===== config.mk =====
export PLATFORM = sky130hd
export DESIGN_NAME = sdram_arbiter
export DESIGN_NICKNAME = d
export VERILOG_FILES = /design/src/rtl/sdram_arbiter_pkg.sv /design/src/rtl/sdram_arb_starve_cnt.sv /design/src/rtl/sdram_arbiter.sv
export SDC_FILE = /design/constraint.sdc
export NUM_CORES = 1
export LEC_CHECK = 0
export CORE_ASPECT_RATIO = 0.6
export CORE_MARGIN = 5
export CORE_UTILIZATION = 37
export DETAILED_ROUTE_END_ITERATION = 12
export PLACE_DENSITY = 0.83
export SYNTH_ARGS = -nofsm -noshare
export SYNTH_HDL_FRONTEND = slang
export SYNTH_SLANG_ARGS = --single-unit

===== constraint.sdc =====
create_clock -name clk -period 1.81 [get_ports clk]
set_clock_uncertainty 0.1 [all_clocks]
set_input_delay 0.4525 -clock clk [delete_from_list [all_inputs] [get_ports clk]]
set_output_delay 0.4525 -clock clk [all_outputs]
set_load 0.05 [all_outputs]

===== src/rtl/sdram_arbiter_pkg.sv =====
// -----------------------------------------------------------------------------
// sdram_arbiter_pkg
// Shared definitions for the SDRAM command arbiter:
//   - default data/address widths of the sdram_ctrl command interface
//   - default starvation limit and starvation counter width
//   - FSM state encoding
// -----------------------------------------------------------------------------
package sdram_arbiter_pkg;

  localparam int unsigned SDRAM_DATA_NBIT = 32;
  localparam int unsigned SDRAM_ADDR_NBIT = 24;

  // Consecutive read grants allowed while a write is waiting.
  localparam int unsigned STARVE_MAX_DEF  = 8;
  // Wide enough for the full 1..255 STARVE_MAX range.
  localparam int unsigned STARVE_CNT_NBIT = 8;

  typedef enum logic [2:0] {
    IDLE     = 3'd0,
    WR_ISSUE = 3'd1,
    WR_GUARD = 3'd2,
    WR_WAIT  = 3'd3,
    RD_ISSUE = 3'd4,
    RD_GUARD = 3'd5,
    RD_WAIT  = 3'd6
  } arb_state_t;

endpackage


===== src/rtl/sdram_arb_starve_cnt.sv =====
// -----------------------------------------------------------------------------
// sdram_arb_starve_cnt
// Saturating counter of read grants given while a write is pending.
// Ports:
//   clk, rst_n : clock, synchronous active-low reset
//   clr        : clear to 0 (takes priority over inc)
//   inc        : increment, saturates at MAX
//   at_max     : counter equals MAX; the writer wins the next arbitration
// -----------------------------------------------------------------------------
module sdram_arb_starve_cnt
  import sdram_arbiter_pkg::*;
#(
  parameter int unsigned MAX = STARVE_MAX_DEF
) (
  input  logic clk,
  input  logic rst_n,
  input  logic clr,
  input  logic inc,
  output logic at_max
);

  localparam logic [STARVE_CNT_NBIT-1:0] MAX_V = STARVE_CNT_NBIT'(MAX);

  logic [STARVE_CNT_NBIT-1:0] cnt;

  // NOTE: registers are written with <= so every flop samples pre-edge values;
  // blocking = here would create order-dependent simulation behaviour.
  always_ff @(posedge clk) begin
    if (!rst_n) begin
      cnt <= '0;
    end else if (clr) begin
      cnt <= '0;
    end else if (inc && !at_max) begin
      cnt <= cnt + 1'b1;
    end
  end

  assign at_max = (cnt == MAX_V);

endmodule


===== src/rtl/sdram_arbiter.sv =====
// -----------------------------------------------------------------------------
// sdram_arbiter
// Shares the sdram_ctrl read/write command interface between the waveform
// loader (writer) and the playback prefetcher (reader). Reads have priority;
// after STARVE_MAX consecutive read grants with a write pending, the write
// wins once. Each access is issue strobe -> guard cycle -> wait on status.
//
// Ports:
//   clk, rst_n                        : mclk, synchronous active-low reset
//   wr_req/wr_addr/wr_data/wr_ack     : writer handshake (ack = 1-cycle pulse)
//   rd_req/rd_addr/rd_ack             : reader handshake (ack = 1-cycle pulse)
//   rd_data/rd_dv                     : registered read data + 1-cycle valid
//   sdram_wren/waddr/wdata/wstatus    : write command interface to sdram_ctrl
//   sdram_rd/raddr/rdata/rdv/rstatus  : read command interface to sdram_ctrl
//   busy                              : FSM not in IDLE
//   err                               : sticky watchdog error
//
// Optional feature, macro SDRAM_ARB_TIMEOUT_EN: a watchdog aborts a WAIT state
// after TIMEOUT cycles and sets err. Without the macro err is tied 0 and the
// WAIT states wait indefinitely.
// -----------------------------------------------------------------------------
module sdram_arbiter
  import sdram_arbiter_pkg::*;
#(
  parameter int unsigned DATA_NBIT  = SDRAM_DATA_NBIT,
  parameter int unsigned ADDR_NBIT  = SDRAM_ADDR_NBIT,
  parameter int unsigned STARVE_MAX = STARVE_MAX_DEF,
  parameter int unsigned TIMEOUT    = 1023
) (
  input  logic                 clk,
  input  logic                 rst_n,
  input  logic                 wr_req,
  input  logic [ADDR_NBIT-1:0] wr_addr,
  input  logic [DATA_NBIT-1:0] wr_data,
  output logic                 wr_ack,
  input  logic                 rd_req,
  input  logic [ADDR_NBIT-1:0] rd_addr,
  output logic                 rd_ack,
  output logic [DATA_NBIT-1:0] rd_data,
  output logic                 rd_dv,
  output logic                 sdram_wren,
  output logic [ADDR_NBIT-1:0] sdram_waddr,
  output logic [DATA_NBIT-1:0] sdram_wdata,
  input  logic                 sdram_wstatus,
  output logic                 sdram_rd,
  output logic [ADDR_NBIT-1:0] sdram_raddr,
  input  logic [DATA_NBIT-1:0] sdram_rdata,
  input  logic                 sdram_rdv,
  input  logic                 sdram_rstatus,
  output logic                 busy,
  output logic                 err
);

  arb_state_t state, state_nxt;

  logic arb_en;        // arbitration point this cycle
  logic grant_rd;
  logic grant_wr;
  logic starve_at_max;
  logic rdv_seen;      // first sdram_rdv of the current read already taken
  logic capture;       // forward sdram_rdata this cycle
  logic timeout;       // watchdog abort this cycle
  logic wd_expired;

  // ---------------------------------------------------------------------------
  // Next-state logic. A WAIT state whose exit condition holds re-arbitrates in
  // the same cycle, so back-to-back accesses are spaced ISSUE/GUARD/WAIT =
  // 3 cycles with no extra IDLE cycle in between.
  // ---------------------------------------------------------------------------
  // NOTE: every signal written here gets a default first, so no path leaves
  // one unassigned and no latch is inferred.
  always_comb begin
    state_nxt = state;
    arb_en    = 1'b0;
    timeout   = 1'b0;
    case (state)
      IDLE:     arb_en = 1'b1;
      WR_ISSUE: state_nxt = WR_GUARD;
      WR_GUARD: state_nxt = WR_WAIT;
      WR_WAIT: begin
        if (!sdram_wstatus) arb_en  = 1'b1;
        else                timeout = wd_expired;
      end
      RD_ISSUE: state_nxt = RD_GUARD;
      RD_GUARD: state_nxt = RD_WAIT;
      RD_WAIT: begin
        // Data valid and status idle may arrive in either order.
        if ((rdv_seen || sdram_rdv) && !sdram_rstatus) arb_en  = 1'b1;
        else                                           timeout = wd_expired;
      end
      default:  state_nxt = IDLE;
    endcase

    grant_rd = arb_en && rd_req && !(wr_req && starve_at_max);
    grant_wr = arb_en && wr_req && !grant_rd;

    if (grant_rd)               state_nxt = RD_ISSUE;
    else if (grant_wr)          state_nxt = WR_ISSUE;
    else if (arb_en || timeout) state_nxt = IDLE;
  end

  // Only the first sdram_rdv of an access, and never one from an aborted read.
  assign capture = sdram_rdv && !rdv_seen && !timeout &&
                   (state == RD_GUARD || state == RD_WAIT);

  always_ff @(posedge clk) begin
    if (!rst_n) begin
      state       <= IDLE;
      sdram_waddr <= '0;
      sdram_wdata <= '0;
      sdram_raddr <= '0;
      rd_data     <= '0;
      rd_dv       <= 1'b0;
      rdv_seen    <= 1'b0;
    end else begin
      state <= state_nxt;
      rd_dv <= capture;
      if (capture) begin
        rd_data  <= sdram_rdata;
        rdv_seen <= 1'b1;
      end
      if (grant_wr) begin
        sdram_waddr <= wr_addr;
        sdram_wdata <= wr_data;
      end
      // Placed after the capture so a grant issued in the exit cycle of a
      // read starts the new access with a clean flag.
      if (grant_rd) begin
        sdram_raddr <= rd_addr;
        rdv_seen    <= 1'b0;
      end
    end
  end

  sdram_arb_starve_cnt #(
    .MAX (STARVE_MAX)
  ) u_starve_cnt (
    .clk    (clk),
    .rst_n  (rst_n),
    .clr    (grant_wr || (arb_en && !wr_req)),
    .inc    (grant_rd && wr_req),
    .at_max (starve_at_max)
  );

  assign sdram_wren = (state == WR_ISSUE);
  assign wr_ack     = (state == WR_ISSUE);
  assign sdram_rd   = (state == RD_ISSUE);
  assign rd_ack     = (state == RD_ISSUE);
  assign busy       = (state != IDLE);

`ifdef SDRAM_ARB_TIMEOUT_EN
  localparam int unsigned WD_NBIT = 10;
  localparam logic [WD_NBIT-1:0] WD_LAST = WD_NBIT'(TIMEOUT - 1);

  logic [WD_NBIT-1:0] wd_cnt;
  logic               err_q;

  // Counts consecutive cycles spent in a WAIT state; restarts on any exit.
  always_ff @(posedge clk) begin
    if (!rst_n) begin
      wd_cnt <= '0;
      err_q  <= 1'b0;
    end else begin
      if ((state == WR_WAIT || state == RD_WAIT) && state_nxt == state) begin
        wd_cnt <= wd_cnt + 1'b1;
      end else begin
        wd_cnt <= '0;
      end
      if (timeout) err_q <= 1'b1;
    end
  end

  assign wd_expired = (wd_cnt == WD_LAST);
  assign err        = err_q;
`else
  assign wd_expired = 1'b0;
  assign err        = 1'b0;
`endif

endmodule


==> summary.md, run 1 <==
| Metric | Value |
|---|---|
| Ys flop type | `dfxtp_1` |
| # clock sinks | `125` |
| Power per standard cell area | `1020 nW/um^2` |
| Slowest Stage Delay on Critical Path | `0.38 ns` |
| CTS max path bufs | `2` |
| Total GRT Usage | `18.6%` |
| Design area | `8520 sq um` |
| Gr busiest metal | `met2` |
| Global route overflow | `0` |
| Share of the synthesized area in the top cell type | `49.5%` |
| Die width | `161 um` |
| Grt met3 use | `8.21%` |
| Post-route setup slack | `-0.147 ns` |
| CP cell instances | `or3_4 -> buf_6 -> buf_8` |
| Compound-Gate Fraction of Synth Area | `6.66%` |
| Post-synthesis adder-cell area fraction | `0.495%` |
| CTS H-Tree Depth | `4` |
| Boundary pin count | `238` |
| Final Hold Fails | `0` |
| Run status | `finished with violations` |
| Die area | `16200 sq um` |
| Layout cells sized above 1 | `25.6%` |
| Core ar. | `13500 sq um` |
| Tot Pwr | `0.00866 W` |
| Port bufs | `236` |
| GR Util met1 | `25.3%` |
| Synth-to-layout area growth | `68.5%` |
| DRC errors left | `0` |
| Cell Area, Synth | `5050 sq um` |
| Die height | `101 um` |
| Final setup viols | `59` |
| DP Wirelength | `10600 um` |
| Layout Utilization | `63.1%` |
| Syn avg cell area | `8.73 sq um` |
| Via density per instance | `4.66` |
| Hold Crit Class | `in -> reg` |
| Syn Nets | `700` |
| Clk Latency, worst-skew pair | `0.40 ns` |
| Post-CTS Hold Fix Bufs | `0` |
| Register area | `2510 sq um` |
| Share of flip-flops with an asynchronous set or reset | `0%` |
| Yosys cell types | `41` |
| Final GP Congestion | `0.781` |
| Critical path's top delay family | `simple AND/OR/NAND/NOR gates` |
| Final hold slack | `0.275 ns` |
| Starting Density | `37.4%` |
| Achievable Freq | `511 MHz` |
| Vias in the first global route | `4709` |
| Post-synth top cells | `nand2_1 (229), dfxtp_1 (125), mux2i_1 (80)` |
| Cell Rows | `33` |
| Multi-input gate area in the final layout | `2400 sq um` |
| Max-slew violations | `0` |
| Worst Path Buf+Inv | `2` |
| Max FO, Critical Path | `4` |
| Number of DRC markers in iteration 0 | `227` |
| Worst-path clk slew | `0.06 ns` |
| Final net count | `956` |
| Startpoint Class | `flop` |
| TritonCTS buffer count | `17` |
| Drt first pass iters | `4` |
| Leak | `3.51 nW` |
| Worst EP arrival | `1.40 ns` |
| Final period util | `108%` |
| Worst ir drop on vdd | `0.485 mV` |
| WL final | `15400 um` |
| Main combinational cell family by area after synthesis | `simple AND/OR/NAND/NOR gates` |
| Setup TNS Final | `-3.63 ns` |
| Critical Path RT | `1.26 ns` |
| Area contributors post-synth | `dfxtp_1 (50%), nand2_1 (17%), mux2i_1 (16%)` |
| FF+latch count, synth | `125` |
| Crit path kind | `reg -> out` |
| Tmin final | `1.96 ns` |
| Syn Inst Count | `579` |
| Met2 Usage GRT | `27.2%` |
| Global-route wire length before repair | `24500 um` |
| Placed cell areas | `7570 sq um` |
| Worst setup EP type | `primary output` |
| Yosys top cell by area | `dfxtp_1` |
| Worst path slowest cell | `or3_4` |
| Top-count cell post-synth | `nand2_1` |
| Failing checks | `negative setup slack` |
| Detailed-route via count | `4775` |
| RSZ-0062 raised after global routing | `yes` |
| Largest net degree at the start of global routing | `106` |
| Clock root buffer | `clkbuf_16` |
| Routed WL per cell | `15.1 um` |
| Register area share after synthesis | `49.5%` |
| Initial antenna violation count | `1` |
| Maxcap violations | `0` |
| ANT nets after route | `0` |
| XOR/XNOR Fraction of Synth Area | `0.173%` |
| YS warnings | `0` |
| Mux cell area share after synthesis | `15.8%` |
| # fillers | `1140` |
| CTS tree | `yes` |
| Number of flops mapped to enable cells by yosys | `0` |
| Simple-Gate Fraction of Synth Area | `21.8%` |
-- cell families (layout without fill, tap and decap cells) --
logic type      count (synthesis)  in the layout
fa+ha+maj                       2              2
buf+inv                        50            319
compound gates                 55             55
xor+xnor                        1              1
simple gates                  265            265
flops                         125            125
mux                            80             80
other cells                     1              2
-- per-stage QoR --
step,worst slack (ns),instances
after detailed placement,-0.515,978
after floorplan,-0.175,579
after CTS,-0.151,1023
after global placement,-0.448,978
final,-0.147,1024
after global routing,-0.199,1024
-- cell type report --
type / instances / share of cell area [%]
Multi-Input combinational cell: 404 / 28.2
Inverter: 5 / 0.220
Antenna cell: 1 / 0.0294
Timing Repair Buffer: 282 / 32.6
Clock buffer: 21 / 5.29
Sequential cell: 125 / 29.5
Tap cell: 175 / 2.57
Clock inverter: 11 / 1.67
-- timing repair --
| action | 4_1_cts | 5_1_grt |
|---|---|---|
| setup endpoints to repair | 62 | 92 |
| cloned | 4 | 1 |
| setup buffers | 9 | 2 |
| pin swaps | 3 | 4 |
| resized for setup | 21 | 18 |
-- final timing paths --
| path | startpoint | to | slack, ns | depth (start not counted) |
|---|---|---|---|---|
| worst max-delay path | state[1] | busy | -0.15 | 3 |
| worst min-delay path | rst_n | sdram_raddr[13] | 0.27 | 3 |
| worst max register to register | state[1] | sdram_wdata[22] | -0.11 | 8 |
| worst min register to register | rd_data[5] | rd_data[5] | 0.35 | 2 |
-- tightest hold or removal path, stage by stage --
cell,delay (ns)
buf_4,0.15
nand2_1,0.07
mux2i_1,0.05
-- state kept, by name, indices dropped and copies added (netlist names) --
name              count
u_starve_cnt.cnt      8
state                 3
rd_data              32
rdv_seen              1
sdram_wdata          32
sdram_raddr          24
rd_dv                 1
sdram_waddr          24
-- where the power goes --
part	switching, W	internal (W)
clock network	0.00122	0.00220
logic	0.00124	0.000973
registers	0.000104	0.00293
total	0.00256	0.00610
-- routing by layer --
layer	vias up	part of all wire [%]	wire length [um]
met2	152	42	6510
li1	2435	-	-
met5	-	0	0
met4	0	0.57	88
met1	2177	49	7530
met3	11	8.3	1280
-- cell usage in the layout (no fill, tap or decap), types with 3 or more instances in the layout --
| master | instances |
|---|---|
| nor2_1 | 3 |
| nand4b_1 | 3 |
| nand2_1 | 228 |
| buf_12 | 21 |
| o211ai_1 | 6 |
| clkdlybuf4s50_1 | 117 |
| clkinv_2 | 4 |
| o21ai_0 | 3 |
| buf_6 | 4 |
| buf_4 | 135 |
| nand3_1 | 9 |
| bufinv_16 | 3 |
| dfxtp_1 | 122 |
| clkbuf_1 | 3 |
| buf_16 | 3 |
| clkbuf_16 | 18 |
| a21oi_1 | 34 |
| inv_1 | 3 |
| mux2i_1 | 78 |
Note: power is estimated with default switching activity, not from simulation.
==> run 2: changes to the inputs <==
REMOVE_ABC_BUFFERS = 1   (was default)
==> run 2 against run 1 <==
Net effect: the run still ends with negative setup slack left; combinational power barely moved; total power rose by 0.39%; die area unchanged; clock power barely moved; final cell count about the same; via count increased by 0.15%; register-to-register slack better by 0.04 ns; largest cell class unchanged.
==> summary.md, run 2 (same netlist as run 1, synthesis figures left out) <==
| Metric | Value |
|---|---|
| Run status | `finished with violations` |
| Failing checks | `negative setup slack` |
| Initial antenna violation count | `0 (-1)` |
| Boundary pin count | `238 (unchanged)` |
| Worst ir drop on vdd | `0.547 mV (+13%)` |
| Final setup viols | `48 (-19%)` |
| Max layer used | `met4` |
| Final period util | `104% (-4.4 points)` |
| Biggest registers after layout | `rd_data x32, sdram_wdata x32` |
| TritonCTS buffer count | `17 (unchanged)` |
| Post-Layout Cell Count | `1025 (+0.098%)` |
| Die area | `16200 sq um (unchanged)` |
| DP Wirelength | `10700 um (+0.73%)` |
| Worst EP arrival | `2.10 ns (+0.70 ns)` |
| DR WL met2 | `7090 um (+8.9%)` |
| Starting Density | `37.4% (unchanged)` |
| CTS max path bufs | `2 (unchanged)` |
| WL met1 | `7250 um (-3.7%)` |
| Tmin final | `1.88 ns (-0.0795 ns)` |
| Routed WL per cell | `15.3 um (+1.7%)` |
| Power per standard cell area | `1020 nW/um^2 (+0.45%)` |
| Vias in the first global route | `4755 (+0.98%)` |
| Port bufs | `236 (unchanged)` |
| Number of DRC markers in iteration 0 | `248 (+9.3%)` |
| Final GP Congestion | `0.775 (-0.73%)` |
| CTS H-Tree Depth | `4 (unchanged)` |
| Clk Latency, worst-skew pair | `0.40 ns (about the same)` |
| Clock Power Share | `39.6% (about the same)` |
| Total GRT Usage | `18.2% (-0.47 points)` |
| Design area | `8510 sq um (about the same)` |
| Largest net degree at the start of global routing | `110 (+3.8%)` |
| Global route overflow | `0 (unchanged)` |
| Detailed-route via count | `4782 (+0.15%)` |
| Net Sw Frac | `29.6% (+0.065 points)` |
| Tot Pwr | `0.00869 W (+0.39%)` |
| Synth-to-layout area growth | `68.4% (about the same)` |
| Max-slew violations | `0 (unchanged)` |
| Layout cells sized above 1 | `26.0% (+0.41 points)` |
| Final hold slack | `0.352 ns (+0.0766 ns)` |
| Reg power frac | `34.9% (about the same)` |
| Startpoint Class | `flop` |
| # clock sinks | `125 (unchanged)` |
| Die width | `161 um (unchanged)` |
| DRC errors left | `0 (unchanged)` |
| Achievable Freq | `533 MHz (+4.2%)` |
| ANT nets after route | `0 (unchanged)` |
| Global-route wire length before repair | `23800 um (-2.5%)` |
| Worst-path clk slew | `0.06 ns (about the same)` |
| Cell Rows | `33 (unchanged)` |
| Clock root buffer | `clkbuf_16` |
| Final Hold Fails | `0 (unchanged)` |
| Ant. Diodes | `0 (-1)` |
| Crit path kind | `reg -> reg` |
| CTS tree | `yes` |
| # fillers | `1107 (-2.9%)` |
| Die height | `101 um (unchanged)` |
| RSZ-0062 raised after global routing | `yes` |
| Combinational power share | `25.6% (about the same)` |
| Via density per instance | `4.67 (about the same)` |
| WL final | `15700 um (+1.8%)` |
| Int Pwr | `0.00612 W (+0.30%)` |
| Placed instance count | `976 (-0.20%)` |
| Met3 WL | `1250 um (-2.0%)` |
| Maxcap violations | `0 (unchanged)` |
| Commonest non-fill, non-tap cell in the layout | `nand2_1` |
| Worst setup EP type | `flop` |
| Post-route setup slack | `-0.0670 ns (+0.0795 ns)` |
| Most frequent cells in the layout | `nand2_1 (229), buf_4 (139), dfxtp_1 (120)` |
| Net Switching | `0.00258 W (+0.61%)` |
| Placed cell areas | `7490 sq um (-1.1%)` |
| Max FO, Critical Path | `7 (+3)` |
| Hold Crit Class | `reg -> reg` |
| Drt first pass iters | `5 (+1)` |
| Final net count | `959 (+0.31%)` |
| Leak | `3.52 nW (+0.44%)` |
| Reg2Reg Setup Slack | `-0.07 ns (+0.04 ns)` |
| Critical Path RT | `2.03 ns (+0.77 ns)` |
| Core ar. | `13500 sq um (unchanged)` |
==> run 2: cell count changes in the layout (fill, tap and decap cells not counted), moves of 3 or more <==
cell,previous run,this run
buf_12,21,14
buf_4,135,139
clkbuf_1,3,0
clkbuf_16,18,22
dfxtp_2,1,5
==> run 2: worst paths after layout <==
kind / endpoint / from / cells after the start
worst max-delay path: sdram_wdata[9] / state[2] / 8
worst min-delay path: rd_data[14] / rd_data[14] / 2
worst max register to register: sdram_wdata[9] / state[2] / 8
worst min register to register: rd_data[14] / rd_data[14] / 2
==> run 2: final cells by class <==
| cell class | instances | area (sq um) | area share [%] |
|---|---|---|---|
| timing repair buffer | 285 | 2800 | 32.9 |
| clock buffer | 18 | 439 | 5.16 |
| clock inverter | 13 | 166 | 1.96 |
| multi-input combinational | 404 | 2360 | 27.7 |
| sequential | 125 | 2510 | 29.5 |
| tap | 175 | 219 | 2.57 |
| inverter | 5 | 18.8 | 0.220 |
==> run 2: timing repair <==
action,in CTS,in global routing
buffers inserted,6,4
resized for setup,20,17
pin swaps,3,7
cloned,3,6
hold buffers,0,0
setup endpoints to repair,79,92
==> run 2: critical path, cell delays in order (launching register included) <==
cell and delay [ns]:
dfxtp_2 0.33, buf_6 0.11, buf_6 0.11, nand4bb_4 0.23
o211a_1 0.19, a21oi_4 0.18, buf_12 0.18, buf_16 0.15
mux2i_2 0.21
==> run 2: power by group through the flow <==
stage	logic [W]	registers [W]	clock network [W]
CTS	0.00209	0.00303	0.00353
global placement	0.00196	0.00308	0
global route	0.00234	0.00305	0.00365
finish	0.00222	0.00303	0.00344
detailed placement	0.00198	0.00308	0
floorplan	0.000531	0.00363	0
==> run 2: per-stage QoR <==
| step | setup slack, ns | TNS (ns) | util (%) |
|---|---|---|---|
| 3_3_place_gp | -0.382 | -32.67 | 55.5 |
| 3_5_place_dp | -0.419 | -34.22 | 55.5 |
| 5_1_grt | -0.132 | -5.74 | 63.0 |
| 6_report | -0.0670 | -1.19 | 63.0 |
| 4_1_cts | -0.0614 | -0.286 | 61.4 |
| 2_1_floorplan | -1.26 | -85.24 | - |
==> run 2: per-layer routing <==
| layer | vias to the layer above | global-route usage, % |
|---|---|---|
| li1 | 2435 | - |
| met1 | 2201 | 24.0 |
| met2 | 140 | 27.4 |
| met3 | 6 | 7.23 |
| met4 | 0 | 5.77 |
| met5 | - | 0 |
==> run 3: changes to the inputs <==
SETUP_SLACK_MARGIN = 0.15   (was default)
==> run 3 against run 2 <==
Net effect: the flow still finishes with violations (negative setup slack); utilization increased by 0.96 points; final cell count increased by 0.20%; die area unchanged; flip-flop and latch count unchanged; clock power about the same; global-route usage increased by 0.33 points; via count increased by 1.8%; sequential power about the same; largest cell class unchanged; combinational power increased by 3%; hold slack improved by 0.0011 ns.
==> summary.md, run 3 (same netlist as run 1, synthesis figures left out) <==
| Metric | Value |
|---|---|
| Routed WL per cell | `15.5 um (+1.2%)` |
| Global-route wire length before repair | `24100 um (+1.2%)` |
| Vias in the first global route | `4749 (-0.13%)` |
| Max FO, Critical Path | `4 (-3)` |
| Slowest Stage Delay on Critical Path | `0.40 ns (+0.07 ns)` |
| R2R depth | `6 (-2)` |
| Worst setup EP type | `primary output` |
| Tmin final | `1.87 ns (-0.00495 ns)` |
| Largest net degree at the start of global routing | `110 (unchanged)` |
| Most frequent cells in the layout | `nand2_1 (228), buf_4 (136), dfxtp_1 (120)` |
| CTS tree | `yes` |
| Hold Crit Class | `reg -> reg` |
| Port bufs | `236 (unchanged)` |
| DRC errors left | `0 (unchanged)` |
| Placed instance count | `976 (unchanged)` |
| Final hold slack | `0.353 ns (+0.00107 ns)` |
| Number of DRC markers in iteration 0 | `216 (-13%)` |
| Reg2Reg Setup Slack | `-0.03 ns (+0.04 ns)` |
| Detailed-route via count | `4867 (+1.8%)` |
| Power per standard cell area | `1010 nW/um^2 (-0.67%)` |
| TritonCTS buffer count | `17 (unchanged)` |
| Setup TNS Final | `-0.186 ns (+1.01 ns)` |
| Leak | `3.56 nW (+1.1%)` |
| Die area | `16200 sq um (unchanged)` |
| Die width | `161 um (unchanged)` |
| Final net count | `961 (+0.21%)` |
| Biggest registers after layout | `rd_data x32, sdram_wdata x32` |
| Worst path slowest cell | `or3_4` |
| Via density per instance | `4.74 (+1.6%)` |
| Crit path kind | `reg -> out` |
| DP Wirelength | `10700 um (unchanged)` |
| R2R Path Start | `state[2]` |
| CTS H-Tree Depth | `4 (unchanged)` |
| CTS max path bufs | `2 (unchanged)` |
| Die height | `101 um (unchanged)` |
| Ant. Diodes | `0 (unchanged)` |
| Cell Rows | `33 (unchanged)` |
| Post-CTS Hold Fix Bufs | `0 (unchanged)` |
| Post-route setup slack | `-0.0620 ns (+0.00495 ns)` |
| WL final | `15900 um (+1.4%)` |
| ANT nets after route | `0 (unchanged)` |
| Final GP Congestion | `0.775 (unchanged)` |
| FF-to-FF End | `sdram_wdata[9]` |
| Initial antenna violation count | `0 (unchanged)` |
| Layout Utilization | `64.0% (+0.96 points)` |
| RSZ-0062 raised after global routing | `yes` |
| Boundary pin count | `238 (unchanged)` |
| Max-slew violations | `0 (unchanged)` |
| Final Hold Fails | `0 (unchanged)` |
| # fillers | `1093 (-1.3%)` |
| Worst-path clk slew | `0.06 ns (about the same)` |
| Post-Layout Cell Count | `1027 (+0.20%)` |
| Commonest non-fill, non-tap cell in the layout | `nand2_1` |
| # clock sinks | `125 (unchanged)` |
| Clk Latency, worst-skew pair | `0.40 ns (about the same)` |
| Worst EP arrival | `1.32 ns (-0.78 ns)` |
| Run status | `finished with violations` |
| Global route overflow | `0 (unchanged)` |
| Worst ir drop on vdd | `0.540 mV (-1.2%)` |
| Total GRT Usage | `18.5% (+0.33 points)` |
| Starting Density | `37.4% (unchanged)` |
| Layout cells sized above 1 | `27.2% (+1.2 points)` |
| Core ar. | `13500 sq um (unchanged)` |
| Final setup viols | `17 (-65%)` |
| Hold path startpoint | `rd_data[14]` |
| Worst Hold Endpoint | `rd_data[14]` |
| Clock root buffer | `clkbuf_16` |
| CP cell instances | `or3_4 -> buf_6` |
| Drt first pass iters | `4 (-1)` |
| Maxcap violations | `0 (unchanged)` |
| Hold path depth | `2 (unchanged)` |
| Achievable Freq | `534 MHz (+0.26%)` |
| Tot Pwr | `0.00877 W (+0.85%)` |
| Failing checks | `negative setup slack` |
| Critical Path RT | `1.26 ns (-0.77 ns)` |
| Final period util | `103% (-0.27 points)` |
| Synth-to-layout area growth | `71.0%` |
| Startpoint Class | `flop` |
run 3: worst max-delay path: cells and delay by family, from the launching register on:
kind	cells	cell delay (ns)
buf+inv	1	0.16
flops	1	0.35
simple gates	1	0.40
run 3: layout make-up:
class	count	area (sq um)	share of cell area, %
sequential	125	2510	29.1
clock inverter	13	166	1.93
clock buffer	18	439	5.08
inverter	5	18.8	0.217
timing repair buffer	287	2870	33.3
tap	175	219	2.53
multi-input combinational	404	2410	27.9
run 3: per-layer routing:
metal	global-route usage, %	share of wire [%]	vias up
li1	-	-	2445
met1	24.7	47	2232
met2	27.7	44	172
met3	7.23	8.5	18
met4	5.77	1.1	0
met5	0	0	-
run 3: power by group:
part / switching (W) / internal, W / leakage, nW
clock: 0.00125 / 0.00220 / 0.289
sequential: 0.000102 / 0.00293 / 1.02
combinational: 0.00126 / 0.00103 / 2.26
total: 0.00261 / 0.00616 / 3.56
run 3: worst max-delay path by stage:
stage                                   start               to  depth (start not counted)
after floorplan                      state[0]       sdram_wren                          2
after global placement          sdram_rstatus   sdram_waddr[4]                          6
after detailed placement        sdram_rstatus  sdram_wdata[28]                          6
after CTS                            state[1]             busy                          2
after global routing      u_starve_cnt.cnt[0]   sdram_wdata[9]                          9
final                                state[2]             busy                          2
run 3: per-stage QoR:
stage,cell area [sq um],setup WS (ns)
finish,8640,-0.0620
floorplan,4800,-1.26
global route,8640,-0.111
global placement,7490,-0.382
detailed placement,7490,-0.419
CTS,8410,-0.0611
run 3: timing repair:
item | 4_1_cts | 5_1_grt
endpoints found under the hold margin | 0 | 0
gates resized for setup | 28 | 26
pin swaps | 8 | 14
setup endpoints to repair | 92 | 108
cloned | 6 | 4
buffers inserted | 6 | 4
